<file path="config.mk">
export PLATFORM = sky130hd
export DESIGN_NAME = taillight_seq
export DESIGN_NICKNAME = d
export VERILOG_FILES = /design/src/rtl/taillight_pkg.sv /design/src/rtl/sync_ff.sv /design/src/rtl/taillight_seq.sv
export SDC_FILE = /design/constraint.sdc
export NUM_CORES = 1
export LEC_CHECK = 0
export ABC_AREA = 1
export BUFFER_PORTS_ARGS = -buffer_cell sky130_fd_sc_hd__buf_4
export CELL_PAD_IN_SITES_DETAIL_PLACEMENT = 1
export CELL_PAD_IN_SITES_GLOBAL_PLACEMENT = 2
export CORE_MARGIN = 2
export CORE_UTILIZATION = 32
export CTS_CLUSTER_SIZE = 28
export DETAILED_ROUTE_END_ITERATION = 10
export GPL_TIMING_DRIVEN = 0
export PLACE_DENSITY_LB_ADDON = 0.15
export RECOVER_POWER = 100
export SYNTH_ARGS = -nofsm -noshare
export SYNTH_HDL_FRONTEND = slang
export SYNTH_SLANG_ARGS = --single-unit
</file>
<file path="constraint.sdc">
create_clock -name clk -period 2.5 [get_ports clk]
set_input_delay 0.625 -clock clk [delete_from_list [all_inputs] [get_ports clk]]
set_output_delay 0.625 -clock clk [all_outputs]
set_load 0.1 [all_outputs]
</file>
<file path="src/rtl/taillight_pkg.sv">
// Shared types, lamp constants and pure helper functions for the taillight
// sequencer: the FSM state encoding, the next-state rule and the lamp decode.
package taillight_pkg;

    typedef enum logic [2:0] {
        IDLE = 3'd0,
        L1   = 3'd1,
        L2   = 3'd2,
        L3   = 3'd3,
        R1   = 3'd4,
        R2   = 3'd5,
        R3   = 3'd6,
        LR3  = 3'd7
    } state_t;

    localparam logic [2:0] LAMPS_OFF = 3'b000;
    localparam logic [2:0] LAMPS_ON  = 3'b111;

    // Next state for one step; hazard pre-empts an unfinished turn sequence,
    // while l/r are ignored once a sequence has started.
    function automatic state_t step_state(input state_t s, input logic l,
                                          input logic r, input logic h);
        state_t n;
        case (s)
            IDLE: begin
                if (h || (l && r)) begin
                    n = LR3;
                end else if (l) begin
                    n = L1;
                end else if (r) begin
                    n = R1;
                end else begin
                    n = IDLE;
                end
            end
            L1:      n = h ? LR3 : L2;
            L2:      n = h ? LR3 : L3;
            L3:      n = IDLE;
            R1:      n = h ? LR3 : R2;
            R2:      n = h ? LR3 : R3;
            R3:      n = IDLE;
            LR3:     n = IDLE;
            default: n = IDLE;
        endcase
        return n;
    endfunction

    // Lamp pattern {lights_l, lights_r} for a state; brake lights the side
    // that is not sequencing (both sides when idle).
    function automatic logic [5:0] decode_lamps(input state_t s, input logic brake);
        logic [2:0] ll;
        logic [2:0] rr;
        case (s)
            IDLE:    begin ll = LAMPS_OFF; rr = LAMPS_OFF; end
            L1:      begin ll = 3'b001;    rr = LAMPS_OFF; end
            L2:      begin ll = 3'b011;    rr = LAMPS_OFF; end
            L3:      begin ll = 3'b111;    rr = LAMPS_OFF; end
            R1:      begin ll = LAMPS_OFF; rr = 3'b001;    end
            R2:      begin ll = LAMPS_OFF; rr = 3'b011;    end
            R3:      begin ll = LAMPS_OFF; rr = 3'b111;    end
            LR3:     begin ll = LAMPS_ON;  rr = LAMPS_ON;  end
            default: begin ll = LAMPS_OFF; rr = LAMPS_OFF; end
        endcase
        if (brake) begin
            case (s)
                IDLE:       begin ll = LAMPS_ON; rr = LAMPS_ON; end
                L1, L2, L3: rr = LAMPS_ON;
                R1, R2, R3: ll = LAMPS_ON;
                default:    ll = ll;
            endcase
        end else begin
            ll = ll;
        end
        return {ll, rr};
    endfunction

endpackage

</file>
<file path="src/rtl/sync_ff.sv">
// Multi-flop synchronizer for one asynchronous switch input.
// Ports: clk, rst (async active-high, clears chain), d (async in), q (synced out).
module sync_ff #(
    parameter int STAGES = 2
) (
    input  logic clk,
    input  logic rst,
    input  logic d,
    output logic q
);

    logic [STAGES-1:0] chain;

    // Shift the raw input through the flop chain.
    always_ff @(posedge clk or posedge rst) begin
        if (rst) begin
            chain <= {STAGES{1'b0}};
        end else begin
            chain <= {chain[STAGES-2:0], d};
        end
    end

    assign q = chain[STAGES-1];

endmodule

</file>
<file path="src/rtl/taillight_seq.sv">
// Thunderbird-style taillight sequencer: synchronizes the driver switches and
// steps a Moore FSM once per tick, driving registered lamp outputs.
// Ports: clk, rst (async active-high), tick (step enable), left/right/hazard
// (async switches), lights_l {LC,LB,LA}, lights_r {RC,RB,RA}.
// Build option: define TAILLIGHT_BRAKE_EN to add the brake input, which
// overlays the lamp outputs without adding states.
module taillight_seq
    import taillight_pkg::*;
#(
    parameter int SYNC_STAGES = 2
) (
    input  logic       clk,
    input  logic       rst,
    input  logic       tick,
    input  logic       left,
    input  logic       right,
    input  logic       hazard,
`ifdef TAILLIGHT_BRAKE_EN
    input  logic       brake,
`endif
    output logic [2:0] lights_l,
    output logic [2:0] lights_r
);

    logic l_s;
    logic r_s;
    logic h_s;
    logic b_s;

    sync_ff #(.STAGES(SYNC_STAGES)) u_sync_l (.clk(clk), .rst(rst), .d(left),   .q(l_s));
    sync_ff #(.STAGES(SYNC_STAGES)) u_sync_r (.clk(clk), .rst(rst), .d(right),  .q(r_s));
    sync_ff #(.STAGES(SYNC_STAGES)) u_sync_h (.clk(clk), .rst(rst), .d(hazard), .q(h_s));
`ifdef TAILLIGHT_BRAKE_EN
    sync_ff #(.STAGES(SYNC_STAGES)) u_sync_b (.clk(clk), .rst(rst), .d(brake),  .q(b_s));
`else
    assign b_s = 1'b0;
`endif

    state_t     state;
    state_t     state_nxt;
    logic [5:0] lamps_nxt;

    // Next state and its lamp pattern; lamps are decoded from the next state so
    // the output flops update on the same edge as the state.
    always_comb begin
        state_nxt = state;
        if (tick) begin
            state_nxt = step_state(state, l_s, r_s, h_s);
        end else begin
            state_nxt = state;
        end
        lamps_nxt = decode_lamps(state_nxt, b_s);
    end

    // State register and registered lamp outputs.
    always_ff @(posedge clk or posedge rst) begin
        if (rst) begin
            state    <= IDLE;
            lights_l <= LAMPS_OFF;
            lights_r <= LAMPS_OFF;
        end else begin
            state    <= state_nxt;
            lights_l <= lamps_nxt[5:3];
            lights_r <= lamps_nxt[2:0];
        end
    end

endmodule
</file>
==> results.md, run 1 <==
- Top cell type's share of synthesized area: 58.5%
- IO Count: 12
- Port bufs: 10
- Element type at the critical path start: register
- First-pass GRT wire length: 1.84 mm
- Largest net degree at the start of global routing: 15
- Worst slew margin: 22.1%
- Most frequent cells in the layout: nand2_1, dfrtp_1, inv_1, nor2_1, clkbuf_4
- Max frequency: 479 MHz
- Distinct cell type count after synthesis: 15
- Avg WL per Cell: 10.3 um
- Hold Startpoint: u_sync_r.chain[0]
- Fillers: 218
- Cts repair resizes: 0
- Final Setup Violations: 0
- Core area: 0.00175 mm2
- Layout area overhead: 17.5%
- Num CTS Buffers: 3
- CTS tree: done
- Worst-Skew Late Latency: 0.26 ns
- Hold path endpoint: u_sync_r.chain[1]
- Worst slew pin tran: 1.17 ns
- Setup TNS: 0 ns
- GRT overflow: 0
- GRT Total Usage: 12.1%
- Final hold violation count: 0
- Max Buffers Root-to-Sink: 2
- Cell Chain, Critical Path: clkbuf_1
- Initial DRC count: 2
- Layout Nets: 89
- Die height: 47.3 um
- Cell family contributing the most delay on the critical path: buffers and inverters
- Fin crit share: 83.5%
- Reg2reg start: state[1]
- Register area share after synthesis: 58.5%
- Vias: 453
- DP HPWL: 874 um
- Worst r2r dst: lights_l[0]
- GPL Wtd Cong: 0.750
- HP Class: reg -> reg
- Setup CP Type: reg -> out
- Post-route DRC: 0
- Post-synth net total: 74
- H-tree depth: 1
- Vias per inst: 4.27
- Starting Density: 34.3%
- DIE AREA: 0.00223 mm2
- Share of cells above drive strength 1: 23.5%
- R2r setup slk: 1.06 ns
- Slowest stage delay, CP: 0.87 ns
- CP Max Fanout: 1
- Syn Inst Count: 68
- Yosys reg bits: 14
- Cell area after synthesis: 599 um2
- Largest area contributor in the synthesized netlist: dfrtp_1
- Reg clk slew, reported paths: 0.07 ns
- Clock root buffer: clkbuf_4
- FP Rows: 15
- CP bufs+invs: 1
- Pins over their slew limit: 0
- Initial antenna violation count: 0
- Post-CTS Hold Fix Bufs: 0
- Drt first pass iters: 2
- Clk_skew: 0.000761 ns
- Clock Sinks: 14
- Synth area leaders: dfrtp_1, nand2_1, inv_1, nand3_1, nor2_1
- Syn avg cell area: 8.81 um2
- Hold Path Stages: 0
- Final WL: 1.09 mm
- Crit path DAT: 1.46 ns
- Critical Path RT: 1.88 ns
- Post-route ant nets: 0
- RSZ-0062 raised after global routing: false
- Post-CTS setup buffers: 0
- CP endpoint kind: primary output
- Die width: 47.3 um
- Syn. warnings: 0
- Slowest cell on the critical path: clkbuf_1
- Vias in the first global route: 429
- Final min period: 2.09 ns
- R2R depth: 8
- Antenna diode count: 0
- Status: complete, no violations
- Most common cell after layout, fill and taps aside: nand2_1
- Number of max-cap violations: 0
per-layer routing:
metal | GRT usage [%] | up-vias | routed length, um
met3 | 1.92 | 2 | 45
met2 | 17.8 | 7 | 526
met4 | 6.67 | 0 | 14
li1 | - | 229 | -
met1 | 17.0 | 215 | 505
met5 | 0 | - | 0
cell type report:
class | instances | area, um2 | area share [%]
tap | 25 | 31.3 | 4.44
clock buffer | 3 | 22.5 | 3.20
timing repair buffer | 10 | 61.3 | 8.70
sequential | 14 | 350 | 49.7
inverter | 10 | 37.5 | 5.33
buffer | 2 | 12.5 | 1.78
multi-input combinational | 42 | 189 | 26.8
worst register-to-register path, stage by stage, from the launching register on:
cell	delay (ns)
dfrtp_1	0.44
nor2_1	0.27
nand2_1	0.08
nand2_1	0.10
nand3_1	0.08
nand2_1	0.15
nand2_1	0.10
nand2_1	0.07
nand2_1	0.05
logic make-up after synthesis:
kind of cell | synth area share, %
compound gates | 4.80
buf+inv | 8.35
flops | 58.5
simple gates | 28.4
flip-flops by register name (all words and copies together) (netlist names):
register / cells
lights_l: 3
lights_r: 3
state: 2
u_sync_h.chain: 2
u_sync_l.chain: 2
u_sync_r.chain: 2
worst max path at each step:
stage	start	to	depth (start not counted)
4_1_cts	lights_r[0]	lights_r[0]	2
6_report	lights_l[1]	lights_l[1]	1
5_1_grt	lights_l[1]	lights_l[1]	1
3_5_place_dp	tick	lights_l[0]	7
2_1_floorplan	lights_l[0]	lights_l[0]	0
3_3_place_gp	lights_r[0]	lights_r[0]	2
cells in the mapped netlist:
master and number:
buf_4 1, nand2_2 2, nor2_2 2, inv_1 8
buf_2 1, a21oi_2 1, nor2_1 6, nand2_4 1
a21oi_1 2, dfrtp_1 14, nand2_1 20, nand3_1 5
o21ai_1 2, inv_2 2, nor2_4 1
stage by stage:
step | instances | cell area [um2] | util (%) | hold WS, ns | setup WS (ns)
detailed placement | 103 | 706 | 40.4 | 0.337 | 1.06
floorplan | 68 | 599 | - | 0.331 | 0.992
global placement | 103 | 706 | 40.4 | 0.332 | 1.07
global route | 106 | 704 | 40.4 | 0.368 | 0.383
finish | 106 | 704 | 40.4 | 0.356 | 0.412
CTS | 106 | 728 | 41.7 | 0.355 | 0.779
Power of run 1 is left out: the tool's default activity adds up to more than one toggle a clock period on the data nets, which glitch-free logic cannot reach.
==> inputs of run 2 (changes only) <==
--- a/config.mk
+++ b/config.mk
@@ -10,7 +10,7 @@
 export CELL_PAD_IN_SITES_DETAIL_PLACEMENT = 1
 export CELL_PAD_IN_SITES_GLOBAL_PLACEMENT = 2
 export CORE_MARGIN = 2
-export CORE_UTILIZATION = 32
+export CORE_UTILIZATION = 27
 export CTS_CLUSTER_SIZE = 28
 export DETAILED_ROUTE_END_ITERATION = 10
 export GPL_TIMING_DRIVEN = 0
==> constraint.sdc (replaced) <==
create_clock -name clk -period 1.77 [get_ports clk]
set_input_delay 0.4425 -clock clk [delete_from_list [all_inputs] [get_ports clk]]
set_output_delay 0.4425 -clock clk [all_outputs]
set_load 0.1 [all_outputs]
==> results.md, run 2 (same netlist as run 1, synthesis figures left out) <==
- Status: complete, no violations
- Layout area overhead: 16.9%
- Num CTS Buffers: 3
- Drt first pass iters: 1
- Vias per inst: 4.26
- DIE AREA: 0.00261 mm2
- Largest regs: lights_l: 3 flops, lights_r: 3 flops
- Final min period: 1.59 ns
- CTS tree: done
- Largest net degree at the start of global routing: 15
- Final Util: 32.6%
- Port bufs: 10
- Setup CP Type: reg -> out
- Slowest cell on the critical path: dfrtp_1
- DP HPWL: 855 um
- H-tree depth: 1
- Initial DRC count: 0
- Placed cell count: 106
- Post-route ant nets: 0
- GRT Total Usage: 10.8%
- Fin crit share: 90.0%
- Layout Nets: 89
- Antenna diode count: 0
- Clock root buffer: clkbuf_4
- Final hold violation count: 0
- Worst slew pin tran: 0.538 ns
- Fillers: 266
- Most frequent cells in the layout: nand2_1, dfrtp_1, inv_1, clkbuf_4, nor2_1
- Vias: 464
- Post-CTS setup buffers: 0
- Cell Chain, Critical Path: buf_4 > clkbuf_4
- Clk_skew: 0.000886 ns
- Worst slew margin: 64.3%
- GPL Wtd Cong: 0.727
- Pins over their slew limit: 0
- FP Rows: 17
- IO Count: 12
- Most common cell after layout, fill and taps aside: nand2_1
- Share of cells above drive strength 1: 25.9%
- Reg clk slew, reported paths: 0.07 ns
- Non-Filler Instances: 109
- Avg WL per Cell: 9.87 um
- Crit path DAT: 1.15 ns
- Cell family contributing the most delay on the critical path: buffers and inverters
- Die height: 51.1 um
- Number of max-cap violations: 0
- Core area: 0.00215 mm2
- Initial antenna violation count: 0
- Slowest stage delay, CP: 0.43 ns
- Worst-Skew Late Latency: 0.27 ns
- First-pass GRT wire length: 1.97 mm
- Post-route DRC: 0
- Clock Sinks: 14
- CP endpoint kind: primary output
- Vias in the first global route: 453
- Setup TNS: 0 ns
- Max frequency: 628 MHz
- HP Class: in -> async
- Final WL: 1.08 mm
- Max Buffers Root-to-Sink: 2
- Post-CTS Hold Fix Bufs: 0
- CP Max Fanout: 5
- Element type at the critical path start: register
- RSZ-0062 raised after global routing: false
- Final Setup Violations: 0
- Cts repair resizes: 0
- Die width: 51.1 um
- Starting Density: 27.9%
- GRT overflow: 0
- Final Hold Slack: 0.188 ns
- Critical Path RT: 1.33 ns
- CP bufs+invs: 2
run 2: cell count changes in the layout (fill, tap and decap cells not counted):
cell / before / now
a21oi_1: 2 / 3
a21oi_2: 1 / 0
buf_4: 3 / 1
clkbuf_1: 3 / 0
clkbuf_2: 1 / 5
clkbuf_4: 7 / 8
nand2_2: 1 / 2
nand2_4: 1 / 0
run 2: path summary, 6_finish.rpt:
kind	startpoint	end	slack, ns	cells after the start
setup / recovery	lights_r[0]	lights_r[0]	0.18	2
max in group asynchronous	rst	u_sync_r.chain[1]	1.25	2
setup reg to reg	state[1]	lights_l[0]	0.29	6
hold reg to reg	u_sync_r.chain[0]	u_sync_r.chain[1]	0.35	0
min in group clk	hazard	u_sync_h.chain[0]	0.29	1
hold / removal	rst	lights_l[2]	0.19	2
run 2: layout make-up:
class                   count  area [um2]  share of cell area (%)
flip-flops and latches     14         350                    50.0
multi-input cells          42         180                    25.7
repair buffers             10        62.6                    8.93
inverters                  10        37.5                    5.36
well taps                  28        35.0                    5.00
clock buffers               3        22.5                    3.21
plain buffers               2        12.5                    1.79
run 2: layer usage:
layer / vias up / global-route usage (%) / wire length (um)
met3: 5 / 0.877 / 29
met4: 0 / 10.8 / 53
li1: 228 / - / -
met1: 222 / 13.8 / 518
met5: - / 0 / 0
met2: 9 / 15.6 / 475
run 2: stage by stage:
stage | area (um2) | setup WS (ns)
global route | 701 | 0.102
CTS | 732 | 0.184
global placement | 709 | 0.469
detailed placement | 709 | 0.476
floorplan | 599 | 0.444
finish | 701 | 0.177
run 2: worst reg2reg max path: stages, from the launching register on:
cell and delay (ns):
dfrtp_1 0.44, nor2_1 0.27, nand3_1 0.15, a21oi_1 0.28
nand2_1 0.11, nand2_1 0.07, nand2_1 0.05
Power of run 2 is left out for the same reason.
